File: src/rtl/hpdmc_wrdatapath.sv
// hpdmc_wrdatapath: write-data launch stage of the HPDMC DDR controller.
// For each accepted WRITE command it steps through the DQS preamble, the data
// burst and the DQS postamble. It presents the rising and falling halves of
// DQ/DM/DQS to the per-byte output registers and drives the output enables.
// Write data is pulled from the buffer one cycle before it is launched.
// A beat that is missing when requested is masked rather than stalled,
// because DRAM write timing cannot slip.
module hpdmc_wrdatapath #(
   parameter int DQW          = 32,
   parameter int DMW          = DQW / 8,
   parameter int WL_CYCLES    = 1,
   parameter int BURST_CYCLES = 2
) (
   input  logic             sys_clk,
   input  logic             sdram_rst,
   input  logic             write_start,
   output logic             write_ready,
   input  logic             di_valid,
   output logic             di_ready,
   input  logic [2*DQW-1:0] di,
   input  logic [2*DMW-1:0] dm,
   output logic [DQW-1:0]   dq_d0,
   output logic [DQW-1:0]   dq_d1,
   output logic [DMW-1:0]   dm_d0,
   output logic [DMW-1:0]   dm_d1,
   output logic             dqs_d0,
   output logic             dqs_d1,
   output logic             dq_oe,
   output logic             dqs_oe,
   output logic             busy,
   output logic             underrun,
   input  logic             underrun_clr
);

   // One counter serves both PRE and BURST, so size it for the longer phase.
   localparam int CNT_MAX = (WL_CYCLES > BURST_CYCLES) ? WL_CYCLES : BURST_CYCLES;
   localparam int CW      = (CNT_MAX > 1) ? $clog2(CNT_MAX) : 1;

   localparam logic [CW-1:0] PRE_LAST   = CW'(WL_CYCLES - 1);
   localparam logic [CW-1:0] BURST_LAST = CW'(BURST_CYCLES - 1);
   localparam logic [CW-1:0] CNT_ZERO   = {CW{1'b0}};
   localparam logic [CW-1:0] CNT_ONE    = CW'(1);

   localparam logic [DQW-1:0] DQ_IDLE = {DQW{1'b0}};
   localparam logic [DMW-1:0] DM_IDLE = {DMW{1'b1}};

   typedef enum logic [1:0] {
      ST_IDLE  = 2'd0,
      ST_PRE   = 2'd1,
      ST_BURST = 2'd2,
      ST_POST  = 2'd3
   } state_t;

   state_t         state_r, state_s;
   logic [CW-1:0]  cnt_r, cnt_s;
   logic           from_post_r, from_post_s;

   logic           pre_last_s;
   logic           burst_last_s;
   logic           write_ready_s;
   logic           di_ready_s;
   logic           take_s;
   logic           miss_s;

   logic [DQW-1:0] dq_d0_s, dq_d1_s;
   logic [DQW-1:0] dq_d0_r, dq_d1_r;
   logic [DMW-1:0] dm_d0_s, dm_d1_s;
   logic [DMW-1:0] dm_d0_r, dm_d1_r;
   logic           dqs_d0_s, dqs_d1_s, dq_oe_s, dqs_oe_s, busy_s, underrun_s;
   logic           dqs_d0_r, dqs_d1_r, dq_oe_r, dqs_oe_r, busy_r, underrun_r;

   // Handshake decode: depends only on the current state and counter.
   always_comb begin
      pre_last_s    = 1'b0;
      burst_last_s  = 1'b0;
      write_ready_s = 1'b0;
      di_ready_s    = 1'b0;
      take_s        = 1'b0;
      miss_s        = 1'b0;
      if (state_r == ST_PRE) begin
         pre_last_s = (cnt_r == PRE_LAST);
      end else begin
         pre_last_s = 1'b0;
      end
      if (state_r == ST_BURST) begin
         burst_last_s = (cnt_r == BURST_LAST);
      end else begin
         burst_last_s = 1'b0;
      end
      write_ready_s = (state_r == ST_IDLE) || (state_r == ST_POST);
      // One beat is requested in the last preamble cycle and in every burst
      // cycle except the last, which gives exactly BURST_CYCLES requests.
      di_ready_s    = pre_last_s || ((state_r == ST_BURST) && !burst_last_s);
      take_s        = di_ready_s && di_valid;
      miss_s        = di_ready_s && !di_valid;
   end

   // Next-state logic for the IDLE/PRE/BURST/POST sequencer.
   always_comb begin
      state_s     = state_r;
      cnt_s       = cnt_r;
      from_post_s = from_post_r;
      case (state_r)
         ST_IDLE: begin
            if (write_start) begin
               state_s     = ST_PRE;
               cnt_s       = CNT_ZERO;
               from_post_s = 1'b0;
            end else begin
               state_s     = ST_IDLE;
               cnt_s       = CNT_ZERO;
            end
         end
         ST_PRE: begin
            if (pre_last_s) begin
               state_s = ST_BURST;
               cnt_s   = CNT_ZERO;
            end else begin
               cnt_s   = cnt_r + CNT_ONE;
            end
         end
         ST_BURST: begin
            if (burst_last_s) begin
               state_s = ST_POST;
               cnt_s   = CNT_ZERO;
            end else begin
               cnt_s   = cnt_r + CNT_ONE;
            end
         end
         ST_POST: begin
            // A write issued during the postamble chains straight into a new
            // preamble; DQS stays driven across the gap.
            if (write_start) begin
               state_s     = ST_PRE;
               cnt_s       = CNT_ZERO;
               from_post_s = 1'b1;
            end else begin
               state_s     = ST_IDLE;
               cnt_s       = CNT_ZERO;
               from_post_s = 1'b0;
            end
         end
         default: begin
            state_s     = ST_IDLE;
            cnt_s       = CNT_ZERO;
            from_post_s = 1'b0;
         end
      endcase
   end

   // Output values for the coming cycle, derived from the next state so the
   // registered outputs line up with the state they describe.
   always_comb begin
      dq_d0_s    = DQ_IDLE;
      dq_d1_s    = DQ_IDLE;
      dm_d0_s    = DM_IDLE;
      dm_d1_s    = DM_IDLE;
      dqs_d0_s   = 1'b0;
      dqs_d1_s   = 1'b0;
      dq_oe_s    = 1'b0;
      dqs_oe_s   = 1'b0;
      busy_s     = 1'b0;
      underrun_s = underrun_r;
      // Entering or staying in BURST always follows a data request, so the
      // beat accepted now is launched in the next cycle; a missing beat is
      // launched as fully masked zeros.
      if ((state_s == ST_BURST) && take_s) begin
         dq_d0_s = di[DQW-1:0];
         dq_d1_s = di[2*DQW-1:DQW];
         dm_d0_s = dm[DMW-1:0];
         dm_d1_s = dm[2*DMW-1:DMW];
      end else begin
         dq_d0_s = DQ_IDLE;
         dq_d1_s = DQ_IDLE;
         dm_d0_s = DM_IDLE;
         dm_d1_s = DM_IDLE;
      end
      dq_oe_s  = (state_s == ST_BURST);
      dqs_d0_s = (state_s == ST_BURST);
      dqs_d1_s = 1'b0;
      // From IDLE only the last preamble cycle drives DQS low; when chained
      // from a postamble DQS is held through the whole preamble.
      dqs_oe_s = ((state_s == ST_PRE) && ((cnt_s == PRE_LAST) || from_post_s)) ||
                 (state_s == ST_BURST) || (state_s == ST_POST);
      busy_s   = (state_s != ST_IDLE);
      // A new underrun takes priority over a clear in the same cycle.
      if (miss_s) begin
         underrun_s = 1'b1;
      end else if (underrun_clr) begin
         underrun_s = 1'b0;
      end else begin
         underrun_s = underrun_r;
      end
   end

   // Sequencer state register with synchronous reset.
   always_ff @(posedge sys_clk) begin
      if (sdram_rst) begin
         state_r     <= ST_IDLE;
         cnt_r       <= CNT_ZERO;
         from_post_r <= 1'b0;
      end else begin
         state_r     <= state_s;
         cnt_r       <= cnt_s;
         from_post_r <= from_post_s;
      end
   end

   // Registered launch outputs; reset leaves the bus idle and masked.
   always_ff @(posedge sys_clk) begin
      if (sdram_rst) begin
         dq_d0_r    <= DQ_IDLE;
         dq_d1_r    <= DQ_IDLE;
         dm_d0_r    <= DM_IDLE;
         dm_d1_r    <= DM_IDLE;
         dqs_d0_r   <= 1'b0;
         dqs_d1_r   <= 1'b0;
         dq_oe_r    <= 1'b0;
         dqs_oe_r   <= 1'b0;
         busy_r     <= 1'b0;
         underrun_r <= 1'b0;
      end else begin
         dq_d0_r    <= dq_d0_s;
         dq_d1_r    <= dq_d1_s;
         dm_d0_r    <= dm_d0_s;
         dm_d1_r    <= dm_d1_s;
         dqs_d0_r   <= dqs_d0_s;
         dqs_d1_r   <= dqs_d1_s;
         dq_oe_r    <= dq_oe_s;
         dqs_oe_r   <= dqs_oe_s;
         busy_r     <= busy_s;
         underrun_r <= underrun_s;
      end
   end

   assign write_ready = write_ready_s;
   assign di_ready    = di_ready_s;
   assign dq_d0       = dq_d0_r;
   assign dq_d1       = dq_d1_r;
   assign dm_d0       = dm_d0_r;
   assign dm_d1       = dm_d1_r;
   assign dqs_d0      = dqs_d0_r;
   assign dqs_d1      = dqs_d1_r;
   assign dq_oe       = dq_oe_r;
   assign dqs_oe      = dqs_oe_r;
   assign busy        = busy_r;
   assign underrun    = underrun_r;

endmodule

File: config.mk
export PLATFORM = sky130hd
export DESIGN_NAME = hpdmc_wrdatapath
export DESIGN_NICKNAME = d
export VERILOG_FILES = /design/src/rtl/hpdmc_wrdatapath.sv
export SDC_FILE = /design/constraint.sdc
export NUM_CORES = 1
export LEC_CHECK = 0
export CAP_MARGIN = 40
export CORE_MARGIN = 2
export CORE_UTILIZATION = 38
export DETAILED_ROUTE_END_ITERATION = 8
export HOLD_SLACK_MARGIN = 0.15
export PLACE_DENSITY = 0.84
export SYNTH_ARGS = -nofsm -noshare
export SYNTH_HDL_FRONTEND = slang
export SYNTH_SLANG_ARGS = --single-unit
File: constraint.sdc
create_clock -name sys_clk -period 2.9 [get_ports sys_clk]
set_input_delay 0.29 -clock sys_clk [delete_from_list [all_inputs] [get_ports sys_clk]]
set_output_delay 0.29 -clock sys_clk [all_outputs]
set_load 0.02 [all_outputs]
==> results.txt <==
Max-cap violations in this run came to 0. The total of hold buffers inserted after clock tree synthesis is 0. The tightest min-delay check is of the flop to flop type. The worst setup slack for register-to-register paths came out at 0.76 ns. The routed layout has 1,854 vias. The number of cells produced by synthesis is 202. Of the post-synthesis cell area, the dominant cell type holds 66.6%.

Once routing completed, OpenROAD measured the worst setup slack at 0.676 ns. 0 antenna diodes ended up in the layout. The fraction of final layout cells with drive strength greater than 1 is 5.75%.

The detailed-routing iteration count for the pre-antenna-repair pass came out at 4. The number of warnings issued by yosys came out at 0. The number of buffers on the longest clock path came out at 2. By area the synthesized netlist is led by sky130_fd_sc_hd__dfxtp_1 67%, sky130_fd_sc_hd__and2_1 17%, sky130_fd_sc_hd__ha_1 3.1%, sky130_fd_sc_hd__nand2b_1 3.1%, sky130_fd_sc_hd__clkbuf_2 1.2%. The final setup violation count is 0. After synthesis the cells add up to 2400 um2. The worst register-to-register path ends at dq_d1[4]. The final clock skew came out at 0.00880 ns. The run finished with clean final reports. The maximum number of pins on one net before global-route repair came out at 73. The initial cell density of the core is 39.9%.

The worst setup path is captured at a primary output. Clock tree synthesis inserted a total of 9 buffers. The category of the most critical setup path is flop to primary output. The achievable clock frequency came out at 450 MHz. The instance count along the most critical hold path is 2. Setup repair after global routing left no endpoint under its margin. Data arrives at the worst endpoint at 1.93 ns. The data required time of the critical path came out at 2.61 ns.

The tree is rooted in a sky130_fd_sc_hd__clkbuf_8. After synthesis, the most frequently instantiated cells are 80 x sky130_fd_sc_hd__dfxtp_1, 64 x sky130_fd_sc_hd__and2_1, 12 x sky130_fd_sc_hd__nand2b_1, 7 x sky130_fd_sc_hd__inv_1. In this run the standard cell core region covers 6030 um2.

The number of antenna violations at the first check in global routing is 0. The number of I/O pins came out at 157. The cell leakage power is 1.66 nW. The main flop type after synthesis is sky130_fd_sc_hd__dfxtp_1.

The clock latency on the worst-skew pair came out at 0.34 ns. The count of flip-flops with a built-in enable after synthesis came out at 0. The clock net sink count is 80. The type of element launching the critical path is a flop. The hold-critical path endpoint is underrun. The sum of net half-perimeters after detailed placement came out at 4.25 mm. Wires add up to 5.73 mm. Summed over all instances, the cell type with the most area after synthesis is sky130_fd_sc_hd__dfxtp_1. The post-synthesis average cell area is 11.9 um2.

The critical hold path startpoint is underrun. The sequential fraction of the synthesis area is 66.6%. The die covers 6980 um2. The maximum vdd ir drop came out at 0.625 mV. The count of buffers from port buffering came out at 155.

The worst relative slew slack is 64.2%. The via count of the first global-routing pass came out at 1,855. The count of state elements after synthesis came out at 80. The synthesis-to-finish area growth came out at 75.8%.

Dividing total power by cell area gives a power density of 666 nW/um2. The synthesized netlist net count is 285. After detailed routing, the number of remaining DRC violations is 0. The detail route stage leaves a number of antenna-violating nets equal to 0. The die extent in y is 83.5 um. The worst register-to-register path begins at state_r[0].

The post-detailed-route wirelength per cell is 13.0 um. In this run the worst path has a maximum fanout of 5. The actual slew at the worst max-slew pin is 0.536 ns.

The first-pass GRT wire length came out at 8.92 mm. The net total in the final layout came out at 443. By instance count, the leading cell after synthesis is sky130_fd_sc_hd__dfxtp_1. The worst path uses 76.7% of the clock period. The aggregate negative setup slack came out at 0 ns. The max-slew violation total from the final report came to 0. The sum of overflow across all layers after global routing came out at 0.

The global-route total usage across every layer is 16.4%. The final hold violation count came out at 0. The die width is 83.5 um. Counting cells, the worst reg-to-reg path comes to 7. The mean number of vias per cell is 4.21. TritonCTS built the clock tree.

The maximum level of the CTS H-tree is 3. The number of distinct standard cells referenced by the synthesized netlist came out at 26. The detailed router finished its first iteration with 61 violations. The post-CTS resize count came out at 0. Routability-driven placement finished with a final weighted congestion of 0.890. The number of setup buffers added after CTS came out at 0. The clock period minus worst slack came out at 2.22 ns.

After clock tree synthesis, the clock-pin slew on the worst setup and hold paths is 0.08 ns. The pre-CTS setup slack is 0.745 ns. The fraction of synthesis flops using an asynchronous set or reset pin is 0%.

The placement row count is 28.
==> critical path, stage by stage, from the launching register on <==
cell and delay (ns):
sky130_fd_sc_hd__dfxtp_1 0.41, sky130_fd_sc_hd__inv_1 0.14, sky130_fd_sc_hd__ha_1 0.27, sky130_fd_sc_hd__o21ba_2 0.24
sky130_fd_sc_hd__clkdlybuf4s50_1 0.53
==> through the flow <==
stage	power, mW	utilization [%]	instances	area, um2	hold WS, ns
finish	2.81	70.1	440	4230	0.479
CTS	2.84	70.1	440	4230	0.481
floorplan	1.63	-	202	2400	0.359
global placement	1.92	66.4	424	4000	0.466
global route	2.95	70.1	440	4230	0.481
detailed placement	1.95	66.4	424	4000	0.470
==> state kept, by name, summed over array words and instances (netlist names) <==
| name | count |
|---|---|
| dq_d0 | 32 |
| dq_d1 | 32 |
| dm_d0 | 4 |
| dm_d1 | 4 |
| state_r | 2 |
| busy | 1 |
| cnt_r | 1 |
| dq_oe | 1 |
| dqs_oe | 1 |
| from_post_r | 1 |
| underrun | 1 |
==> routing by layer <==
layer	share of wire, %	GRT usage (%)	up-vias
li1	-	-	936
met1	38	17.2	815
met2	51	29.1	93
met3	9.3	7.12	10
met4	1.8	6.30	0
met5	0	0	-
==> where the power goes <==
part           internal, mW  total (mW)  leakage (nW)  switching [mW]
clock                 0.507       0.894         0.106           0.387
combinational         0.362       0.704         0.907           0.342
sequential             1.17        1.22         0.646          0.0412
==> logic make-up after synthesis <==
kind of cell	Yosys count	synth area share (%)
AND/OR/NAND/NOR	85	21.8
flip-flops	80	66.6
buffers and inverters	16	3.28
AO/OA/AOI/OAI	14	5.05
adder cells (fa/ha/maj)	6	3.12
other	1	0.156
==> area by class of cell <==
| class | count | area [um2] |
|---|---|---|
| Clock buffer | 11 | 141 |
| Fill cell | 463 | 1800 |
| Sequential cell | 80 | 1600 |
| Tap cell | 75 | 93.8 |
| Timing Repair Buffer | 156 | 1560 |
| Clock inverter | 5 | 80.1 |
| Multi-Input combinational cell | 106 | 723 |
| Inverter | 7 | 26.3 |
==> placed cells by master, fill, tap and decap left out, types with 2 or more instances in the layout <==
cell type and count:
sky130_fd_sc_hd__clkbuf_8 10, sky130_fd_sc_hd__clkdlybuf4s50_1 155, sky130_fd_sc_hd__bufinv_16 2, sky130_fd_sc_hd__nand2_1 2, sky130_fd_sc_hd__o21ai_0 2, sky130_fd_sc_hd__inv_1 7
sky130_fd_sc_hd__nand3_1 2, sky130_fd_sc_hd__clkinvlp_4 2, sky130_fd_sc_hd__ha_1 6, sky130_fd_sc_hd__and2_1 64, sky130_fd_sc_hd__dfxtp_1 80, sky130_fd_sc_hd__a21oi_1 3
sky130_fd_sc_hd__nand2b_1 12
==> worst max path at each step <==
stage / start / cells past startpoint / slack [ns] / end
finish: state_r[0] / 4 / 0.68 / di_ready
global route: state_r[0] / 7 / 0.51 / dq_d1[4]
CTS: state_r[0] / 4 / 0.66 / di_ready
detailed placement: state_r[0] / 7 / 0.75 / dq_d0[3]
global placement: state_r[0] / 7 / 0.87 / dq_d1[8]
floorplan: state_r[0] / 7 / 1.15 / dq_d0[0]
Note: power is estimated with default switching activity, not from simulation.
